### src/rtl/clock_source_controller_if.sv
// Signal bundle between the clock quality monitor / supervisor and the clock source controller.
// The slave modport is the controller's view; master is the driving side.
interface clock_source_controller_if;
    logic       enable;
    logic       meas_done;
    logic       ref_clock_valid;
    logic       sys_clock_valid;
    logic       clocks_synchronized;
    logic [7:0] ref_fault_count;
    logic       sel_ref;
    logic       holdover;
    logic       alarm;
    logic       ref_lockout;
    logic [2:0] state;
    logic       switch_pulse;
    logic [7:0] switch_count;

    modport slave (
        input  enable, meas_done, ref_clock_valid, sys_clock_valid, clocks_synchronized,
        input  ref_fault_count,
        output sel_ref, holdover, alarm, ref_lockout, state, switch_pulse, switch_count
    );

    modport master (
        output enable, meas_done, ref_clock_valid, sys_clock_valid, clocks_synchronized,
        output ref_fault_count,
        input  sel_ref, holdover, alarm, ref_lockout, state, switch_pulse, switch_count
    );
endinterface

### src/rtl/clock_source_controller.sv
// Supervisory FSM choosing between the qualified 10 MHz reference and the 100 MHz system clock,
// with holdover, free-run, fault alarm and reference lockout. All outputs are registered.
module clock_source_controller #(
    parameter int unsigned QUAL_WINDOWS     = 4,
    parameter int unsigned FAULT_WINDOWS    = 2,
    parameter int unsigned HOLDOVER_WINDOWS = 16,
    parameter int unsigned FAULT_LIMIT      = 16
) (
    input  logic                        clk_sys,
    input  logic                        rst_n,
    clock_source_controller_if.slave    bus
);

    localparam logic [2:0] StIdle     = 3'd0;
    localparam logic [2:0] StQualify  = 3'd1;
    localparam logic [2:0] StLocked   = 3'd2;
    localparam logic [2:0] StHoldover = 3'd3;
    localparam logic [2:0] StFreerun  = 3'd4;
    localparam logic [2:0] StFault    = 3'd5;

    localparam logic [7:0] QualWin  = 8'(QUAL_WINDOWS);
    localparam logic [7:0] FaultWin = 8'(FAULT_WINDOWS);
    localparam logic [7:0] HoldWin  = 8'(HOLDOVER_WINDOWS);
    localparam logic [7:0] FaultLim = 8'(FAULT_LIMIT);

    logic [2:0] state_q, state_d;
    logic [7:0] qual_q, qual_d;
    logic [7:0] bad_q, bad_d;
    logic [7:0] hold_q, hold_d;
    logic       lockout_q, lockout_d;
    logic       sel_ref_q, sel_ref_d;
    logic       holdover_q, holdover_d;
    logic       alarm_q, alarm_d;
    logic       pulse_q, pulse_d;
    logic [7:0] swcnt_q, swcnt_d;

    logic       over_limit;
    logic       lock_eff;
    logic [7:0] qual_inc, bad_inc, hold_inc;

    always_comb begin
        over_limit = bus.ref_fault_count >= FaultLim;
        // Lockout as seen by this window's evaluation, including a same-window trip.
        lock_eff   = lockout_q | (bus.meas_done & over_limit & (state_q != StIdle));
        qual_inc   = qual_q + 8'd1;
        bad_inc    = bad_q + 8'd1;
        hold_inc   = hold_q + 8'd1;

        state_d   = state_q;
        qual_d    = qual_q;
        bad_d     = bad_q;
        hold_d    = hold_q;
        lockout_d = lockout_q;

        if (!bus.enable) begin
            state_d   = StIdle;
            qual_d    = 8'd0;
            bad_d     = 8'd0;
            hold_d    = 8'd0;
            lockout_d = 1'b0;
        end else begin
            if (bus.meas_done && (state_q != StIdle) && over_limit) begin
                lockout_d = 1'b1;
            end
            case (state_q)
                StIdle: state_d = StQualify;
                StQualify: begin
                    if (bus.meas_done) begin
                        if (!bus.sys_clock_valid) begin
                            state_d = StFault;
                        end else if (bus.ref_clock_valid && bus.clocks_synchronized && !lock_eff) begin
                            qual_d = qual_inc;
                            if (qual_inc >= QualWin) state_d = StLocked;
                        end else begin
                            qual_d = 8'd0;
                        end
                    end
                end
                StLocked: begin
                    if (bus.meas_done) begin
                        if (!bus.ref_clock_valid) begin
                            bad_d = bad_inc;
                            if (bad_inc >= FaultWin) state_d = StHoldover;
                        end else begin
                            bad_d = 8'd0;
                        end
                    end
                end
                StHoldover: begin
                    if (bus.meas_done) begin
                        hold_d = hold_inc;
                        if (!bus.sys_clock_valid) begin
                            state_d = StFault;
                        end else if (bus.ref_clock_valid && !lock_eff) begin
                            state_d = StQualify;
                        end else if (hold_inc >= HoldWin) begin
                            state_d = StFreerun;
                        end
                    end
                end
                StFreerun: begin
                    if (bus.meas_done) begin
                        if (!bus.sys_clock_valid) begin
                            state_d = StFault;
                        end else if (bus.ref_clock_valid && !lock_eff) begin
                            state_d = StQualify;
                        end
                    end
                end
                StFault: begin
                    if (bus.meas_done && bus.sys_clock_valid) state_d = StFreerun;
                end
                default: state_d = StIdle;
            endcase
        end

        if (state_d != state_q) begin
            qual_d = 8'd0;
            bad_d  = 8'd0;
            hold_d = 8'd0;
        end

        sel_ref_d  = (state_d == StLocked);
        holdover_d = (state_d == StHoldover);
        alarm_d    = (state_d == StFault);
        pulse_d    = (sel_ref_d != sel_ref_q);
        swcnt_d    = (pulse_d && (swcnt_q != 8'hFF)) ? swcnt_q + 8'd1 : swcnt_q;
    end

    always_ff @(posedge clk_sys or negedge rst_n) begin
        if (!rst_n) begin
            state_q    <= StIdle;
            qual_q     <= 8'd0;
            bad_q      <= 8'd0;
            hold_q     <= 8'd0;
            lockout_q  <= 1'b0;
            sel_ref_q  <= 1'b0;
            holdover_q <= 1'b0;
            alarm_q    <= 1'b0;
            pulse_q    <= 1'b0;
            swcnt_q    <= 8'd0;
        end else begin
            state_q    <= state_d;
            qual_q     <= qual_d;
            bad_q      <= bad_d;
            hold_q     <= hold_d;
            lockout_q  <= lockout_d;
            sel_ref_q  <= sel_ref_d;
            holdover_q <= holdover_d;
            alarm_q    <= alarm_d;
            pulse_q    <= pulse_d;
            swcnt_q    <= swcnt_d;
        end
    end

    assign bus.state        = state_q;
    assign bus.sel_ref      = sel_ref_q;
    assign bus.holdover     = holdover_q;
    assign bus.alarm        = alarm_q;
    assign bus.ref_lockout  = lockout_q;
    assign bus.switch_pulse = pulse_q;
    assign bus.switch_count = swcnt_q;

endmodule
### src/flat_wrapper.sv
// flat-port wrapper written by rule: the top's interface ports become plain ports
module clock_source_controller_flat 
#(
    parameter int unsigned QUAL_WINDOWS     = 4,
    parameter int unsigned FAULT_WINDOWS    = 2,
    parameter int unsigned HOLDOVER_WINDOWS = 16,
    parameter int unsigned FAULT_LIMIT      = 16
)
  (clk_sys, rst_n, bus_enable, bus_meas_done, bus_ref_clock_valid, bus_sys_clock_valid, bus_clocks_synchronized, bus_ref_fault_count, bus_sel_ref, bus_holdover, bus_alarm, bus_ref_lockout, bus_state, bus_switch_pulse, bus_switch_count);
  clock_source_controller_if bus_i ();
  input  logic clk_sys;
  input  logic rst_n;
  input wire logic [$bits(bus_i.enable)-1:0] bus_enable;
  input wire logic [$bits(bus_i.meas_done)-1:0] bus_meas_done;
  input wire logic [$bits(bus_i.ref_clock_valid)-1:0] bus_ref_clock_valid;
  input wire logic [$bits(bus_i.sys_clock_valid)-1:0] bus_sys_clock_valid;
  input wire logic [$bits(bus_i.clocks_synchronized)-1:0] bus_clocks_synchronized;
  input wire logic [$bits(bus_i.ref_fault_count)-1:0] bus_ref_fault_count;
  output wire logic [$bits(bus_i.sel_ref)-1:0] bus_sel_ref;
  output wire logic [$bits(bus_i.holdover)-1:0] bus_holdover;
  output wire logic [$bits(bus_i.alarm)-1:0] bus_alarm;
  output wire logic [$bits(bus_i.ref_lockout)-1:0] bus_ref_lockout;
  output wire logic [$bits(bus_i.state)-1:0] bus_state;
  output wire logic [$bits(bus_i.switch_pulse)-1:0] bus_switch_pulse;
  output wire logic [$bits(bus_i.switch_count)-1:0] bus_switch_count;
  assign bus_i.enable = bus_enable;
  assign bus_i.meas_done = bus_meas_done;
  assign bus_i.ref_clock_valid = bus_ref_clock_valid;
  assign bus_i.sys_clock_valid = bus_sys_clock_valid;
  assign bus_i.clocks_synchronized = bus_clocks_synchronized;
  assign bus_i.ref_fault_count = bus_ref_fault_count;
  assign bus_sel_ref = bus_i.sel_ref;
  assign bus_holdover = bus_i.holdover;
  assign bus_alarm = bus_i.alarm;
  assign bus_ref_lockout = bus_i.ref_lockout;
  assign bus_state = bus_i.state;
  assign bus_switch_pulse = bus_i.switch_pulse;
  assign bus_switch_count = bus_i.switch_count;
  clock_source_controller #(.QUAL_WINDOWS(QUAL_WINDOWS), .FAULT_WINDOWS(FAULT_WINDOWS), .HOLDOVER_WINDOWS(HOLDOVER_WINDOWS), .FAULT_LIMIT(FAULT_LIMIT)) u_core (.clk_sys(clk_sys), .rst_n(rst_n), .bus(bus_i));
endmodule
### config.mk
export PLATFORM = sky130hd
export DESIGN_NAME = clock_source_controller_flat
export DESIGN_NICKNAME = d
export VERILOG_FILES = /design/src/rtl/clock_source_controller_if.sv /design/src/rtl/clock_source_controller.sv /design/src/flat_wrapper.sv
export SDC_FILE = /design/constraint.sdc
export NUM_CORES = 1
export LEC_CHECK = 0
export ABC_AREA = 1
export BUFFER_PORTS_ARGS = -buffer_cell sky130_fd_sc_hd__clkbuf_2
export CAP_MARGIN = 0
export CELL_PAD_IN_SITES_DETAIL_PLACEMENT = 2
export CELL_PAD_IN_SITES_GLOBAL_PLACEMENT = 2
export CORE_MARGIN = 8
export CORE_UTILIZATION = 34
export DETAILED_ROUTE_END_ITERATION = 10
export GPL_ROUTABILITY_DRIVEN = 0
export PLACE_DENSITY = 0.82
export SETUP_SLACK_MARGIN = 0.2
export SYNTH_ARGS = -nofsm -noshare
export SYNTH_HDL_FRONTEND = slang
export SYNTH_SLANG_ARGS = --single-unit
### constraint.sdc
create_clock -name clk_sys -period 3.05 [get_ports clk_sys]
set_clock_uncertainty 0.2 [all_clocks]
set_input_delay 0.305 -clock clk_sys [delete_from_list [all_inputs] [get_ports clk_sys]]
set_output_delay 0.305 -clock clk_sys [all_outputs]
set_load 0.01 [all_outputs]
* Word-level counts from Yosys, hierarchy flattened
Cells that the tools add are included.
** Cells by class
- Order comparisons :: 4
- Shift operators :: 0
- Bitwise logic cells :: 3
- Equality and inequality tests :: 17
- Reduce and logical (&&, ||, !) cells :: 13
- Divide/modulo/power cells :: 0
- Add/sub/neg operators :: 4
- Mux-type cells :: 34
- $mul :: 0
** Operators with widths (count)
- $mux 8 :: 15
- $mux 3 :: 16
- $add 8x1->8 const B :: 4
- $pmux 3 s6 :: 1
- $ge 8x5->1 const B :: 2
- $ne 3x1->1 const B :: 5
- $eq 3x2->1 const B :: 4
- $eq 3x3->1 const B :: 3
- $ge 8x2->1 const B :: 1
- $ge 8x3->1 const B :: 1
- $ne 8x8->1 const B :: 1
- $logic_and 1x1->1 :: 7
- $reduce_and 2->1 :: 2
- $eq 3x1->1 const B :: 1
- $logic_not 3->1 :: 1
- $ne 3x3->1 :: 1
- $reduce_and 3->1 :: 1
- $reduce_bool 3->1 :: 1
- $and 1x1->1 :: 2
- $mux 1 :: 2
- $ne 2x1->1 const B :: 1
- $logic_not 1->1 :: 1
- $ne 1x1->1 :: 1
- $or 1x1->1 :: 1
** Storage, ports and cells
- Flip-flop bits (word level) :: 40
- ROM bits :: 0
- Bits in latches :: 0
- Memories :: 0
- Memory bits (writable) :: 0

* Logic depth before layout (Yosys ltp)
- Depth after elaboration :: 14
- Depth in mapped cells :: 18

* Worst setup path after synthesis
No wires, ideal clock.
- Path kind :: register to register
- Start point :: register u_core.hold_q[0]
- End point :: register u_core.hold_q[4]
- Data arrival time :: 1.881 ns
- Slack :: 0.844 ns
- Stages on the path, launching flop included :: 18
- Path buffers :: 1
- Data required time :: 2.724 ns
- Cell sequence :: dfrtp_1 > ha_1 > nand2_1 > nor2_2 > inv_1 > nand2_1 > and2_1 > nand2_2 > nand2_1 > nand2_1 > nand3_2 > nor2_4 > inv_4 > nand2_4 > inv_4 > nor2_8 > buf_6 > nor3_2
** On the way
- Cells in the longest elaborated chain, start to end :: 11
- Elaborated cells on any way between the ends :: 16
- Those cells by class :: add/sub (1); order compare (1); eq/ne (3); mux (10); reduce/logical (1)
** Ends and longest elaborated chain
- from (decl) :: line clock_source_controller.sv:29 : logic [7:0] hold_q, hold_d;
- from (signal assigned) :: line clock_source_controller.sv:146 : hold_q <= hold_d;
- $add 8x1->8 (*) :: line clock_source_controller.sv:47 : hold_inc = hold_q + 8'd1;
- $ge 8x5->1 (*) :: line clock_source_controller.sv:96 : end else if (hold_inc >= HoldWin) begin
- $mux 3 (*) :: line clock_source_controller.sv:96
- $mux 3 (*) :: line clock_source_controller.sv:94 : end else if (bus.ref_clock_valid && !lock_eff) begin
- $mux 3 (*) :: line clock_source_controller.sv:92 : if (!bus.sys_clock_valid) begin
- $mux 3 (*) :: line clock_source_controller.sv:90 : if (bus.meas_done) begin
- $pmux 3 s6 (*) :: line clock_source_controller.sv:65 : case (state_q)
- $mux 3 (*) :: line clock_source_controller.sv:55 : if (!bus.enable) begin
- via u_core.state_d[0] :: line clock_source_controller.sv:26 : logic [2:0] state_q, state_d;
- $ne 3x3->1 (*) :: line clock_source_controller.sv:117 : if (state_d != state_q) begin
- $ne 3x1->1 (no line)
- $reduce_and 2->1 (no line)
Mark *: on every way through the listed nets, which the timed path passes. The rest lies on a longest branch. The select of a mux whose other input is x is not followed.
A chain may end at the register's enable or synchronous reset.

* Worst setup path after layout
- Start point :: register u_core.hold_q[0]
- End point :: register u_core.hold_q[2]
** On the way
- Cells in the longest elaborated chain, start to end :: 11
- Elaborated cells on any way between the ends :: 16
- Those cells by class :: add/sub (1); order compare (1); eq/ne (3); mux (10); reduce/logical (1)
** Ends and longest elaborated chain (line)
- $add 8x1->8 (*) :: clock_source_controller.sv:47
- $ge 8x5->1 :: clock_source_controller.sv:96
- $mux 3 :: clock_source_controller.sv:96
- $mux 3 :: clock_source_controller.sv:94
- $mux 3 :: clock_source_controller.sv:92
- $mux 3 :: clock_source_controller.sv:90
- $pmux 3 s6 :: clock_source_controller.sv:65
- $mux 3 :: clock_source_controller.sv:55
- $ne 3x3->1 :: clock_source_controller.sv:117
- $ne 3x1->1 (no line)
- $reduce_and 2->1 (no line)
Mark *: on every way between the ends. The rest lies on a longest branch, timed or not. The select of a mux whose other input is x is not followed.

==> impl_results.md <==
- CTS tree: yes
- Yosys warnings: 0
- P per Cell Area: 383 nW/um^2
- DRT antenna net count: 0
- Width of the die: ~110 um
- PnR Total Power: around 1.3 mW
- Crit end category: flop
- Worst-skew pair later-pin latency: a little over 0.3 ns
- Met1 GRT Util: 18.5%
- Final Hold Violating Endpoints: 0
- Outcome: finished clean
- Via Count: 2579
- Startpoint Class: flop
- Non-filler instance count after layout: between 500 and 600
- Final Max Slew Viols: 0
- Final net count: ~420
- Slew HR: 66.3%
- Clock tree buffer depth: 2
- RSZ-0062 raised after global routing: no
- DR iter-0 viols: 55
- Endpoints failing setup: 0
- # diodes: 0
- WL final: 8910 um
- DRC viols: 0
- Part of the cycle the worst path needs: between 80% and 90%
- Remaining Overflow, GRT: 0
- Post-DP HPWL: 6060 um
- Initial antenna violation count: 0
- Sequential share of the synthesized area: 36.0%
- Fin crit period: around 2.7 ns
- All-layer global routing usage: 15.2%
- Initial core utilization: 34.4%
- Synth Instances: 359
- #FFs+latches synth: 40
- Mean post-synth cell area: slightly below 8 sq um
- Crit path kind: reg -> reg
- Data required, critical path: around 3.1 ns
- Leak: ~1.6 nW
- Number of I/O pins: 31
- Largest net degree at the start of global routing: 25
- Num CTS Buffers: 5
- Tightest Pin Transition: 0.506 ns
- Die Y: 106 um
- Most common cell after layout, fill and taps aside: nand2_1
- Pre-antenna DRT Iters: 4
- Row count: 33
- VDD IR-drop max: between 150 and 200 uV
- Core area: 8090 sq um
- CP Max Fanout: 12
- Layout cells sized above 1: a little over a quarter
- Synth cell types: 34
- Fmax achieved: 375 MHz
- Gr busiest metal: met2
- Area growth from synthesis to layout: 17.8%
- Met2 Usage GRT: between 20 and 30%
- Clock-pin slew of the registers on the worst-case setup and hold paths: 0.08 ns
- Die area: around 11000 sq um
- CP arrival: 2.68 ns
- Hold Path Class: in -> reg
- Mapped Nets: between 300 and 400
- Placed insts: 488
- Port buffer count: 26
- WL/cell: 17.5 um
- Most frequent cells in the layout: nand2_1 (94), inv_1 (43), dfrtp_1 (40)
- Max Cap Violations: 0
- Vias per inst: 5.08
- Total Neg Setup Slack: 0 ns
- First-pass GRT wire length: 14000 um
- H-Tree Depth: 2
- Clock Sinks: 40
- Mapped cell area: 2780 sq um
- Root buf cell: clkbuf_8
- Worst hold slack: around 0.15 ns
- Grt met3 use: under 10%
- Via count of the first global-routing pass: 2743
## synthesized netlist by cell type
| cell | instances | area, sq um |
|---|---|---|
| a21oi_1 | 5 | 25.0 |
| a21oi_2 | 2 | 17.5 |
| a22oi_1 | 8 | 60.1 |
| and2_1 | 1 | 6.26 |
| buf_6 | 4 | 45.0 |
| clkbuf_1 | 1 | 3.75 |
| clkinv_1 | 2 | 7.51 |
| dfrtp_1 | 40 | 1000 |
| ha_1 | 5 | 62.6 |
| inv_1 | 43 | 161 |
| inv_2 | 4 | 15.0 |
| inv_4 | 4 | 25.0 |
| nand2_1 | 94 | 353 |
| nand2_2 | 7 | 43.8 |
| nand2_4 | 2 | 22.5 |
| nand3_1 | 30 | 150 |
| nand3_2 | 5 | 50.1 |
| nand3_4 | 2 | 35.0 |
| nand3b_1 | 2 | 15.0 |
| nand4_1 | 3 | 18.8 |
| nor2_1 | 26 | 97.6 |
| nor2_2 | 4 | 25.0 |
| nor2_4 | 3 | 33.8 |
| nor2_8 | 2 | 40.0 |
| nor3_1 | 9 | 45.0 |
| nor3_2 | 20 | 200 |
| nor3_4 | 1 | 16.3 |
| o21ai_0 | 11 | 55.1 |
| o21ai_1 | 1 | 5.00 |
| o21ai_2 | 1 | 8.76 |
| o21bai_1 | 2 | 15.0 |
| o22ai_1 | 3 | 18.8 |
| xnor2_1 | 3 | 26.3 |
| xor2_1 | 9 | 78.8 |
## worst max-delay path: stages (launching register included)
cell and delay [ns]:
dfrtp_1 0.42, ha_1 0.24, nand2_1 0.08, nor2_2 0.13
nand2_1 0.08, nand2_1 0.08, nand2_2 0.08, nor2_4 0.12
nand2_2 0.08, o21ai_2 0.18, nand2_1 0.07, nand2_1 0.06
nand3_1 0.11, nor2_4 0.19, nand3_4 0.25, nor3_2 0.21
## layout make-up
class | count | area [sq um]
fillers | 967 | 4810
multi-input cells | 262 | 1550
flip-flops and latches | 40 | 1000
repair buffers | 41 | 258
inverters | 53 | 209
well taps | 105 | 131
clock buffers | 5 | 68.8
clock inverters | 2 | 60.1
## registers in the layout (all words and copies together) (netlist names)
| name | flops |
|---|---|
| u_core.bad_q | 8 |
| u_core.bus.alarm | 1 |
| u_core.bus.switch_count | 8 |
| u_core.qual_q | 8 |
| u_core.bus.state | 3 |
| u_core.bus.switch_pulse | 1 |
| u_core.bus.holdover | 1 |
| u_core.hold_q | 8 |
| u_core.bus.ref_lockout | 1 |
| u_core.bus.sel_ref | 1 |
## through the flow
step	util, %	instance area, sq um	worst slack [ns]
4_1_cts	39.2	3170	0.271
5_1_grt	40.5	3280	0.114
6_report	40.5	3280	0.381
2_1_floorplan	-	2780	0.844
3_3_place_gp	37.5	3030	0.374
3_5_place_dp	37.5	3030	0.304
## logic make-up after synthesis
family	count (synthesis)	synth area share [%]
compound gates	33	7.37
xor+xnor	12	3.78
fa+ha+maj	5	2.25
buf+inv	58	9.26
flops	40	36.0
simple gates	211	41.4
## power breakdown
part	leakage (nW)	internal, mW	switching (mW)
registers	0.556	0.534	0.00639
clock network	0.0642	0.323	0.214
logic	0.959	0.0584	0.122
total	1.58	0.915	0.342
## final timing paths
| kind | startpoint | to | slack (ns) | cells past startpoint |
|---|---|---|---|---|
| max in group asynchronous | rst_n | u_core.bus.state[0] | 1.66 | 3 |
| min | bus_enable | u_core.bus.state[0] | 0.15 | 3 |
| min in group asynchronous | rst_n | u_core.hold_q[7] | 0.28 | 2 |
| min reg2reg | u_core.bus.switch_count[4] | u_core.bus.switch_count[4] | 0.35 | 2 |
| max reg2reg | u_core.hold_q[0] | u_core.hold_q[2] | 0.38 | 15 |
| max | u_core.hold_q[0] | u_core.hold_q[2] | 0.38 | 15 |
## layer usage
metal / up-vias / part of all wire [%]
li1: 1241 / -
met1: 1297 / 44
met2: 32 / 53
met3: 9 / 2.1
met4: 0 / 1.4
met5: - / 0
## repair_timing
item | CTS | global route
hold endpoints to repair | 17 | 0
setup buffers | 0 | 11
hold buffers | 1 | 0
endpoints found under the setup margin | 0 | 29
gates resized for setup | 0 | 3
(Power assumes the default switching activity.)
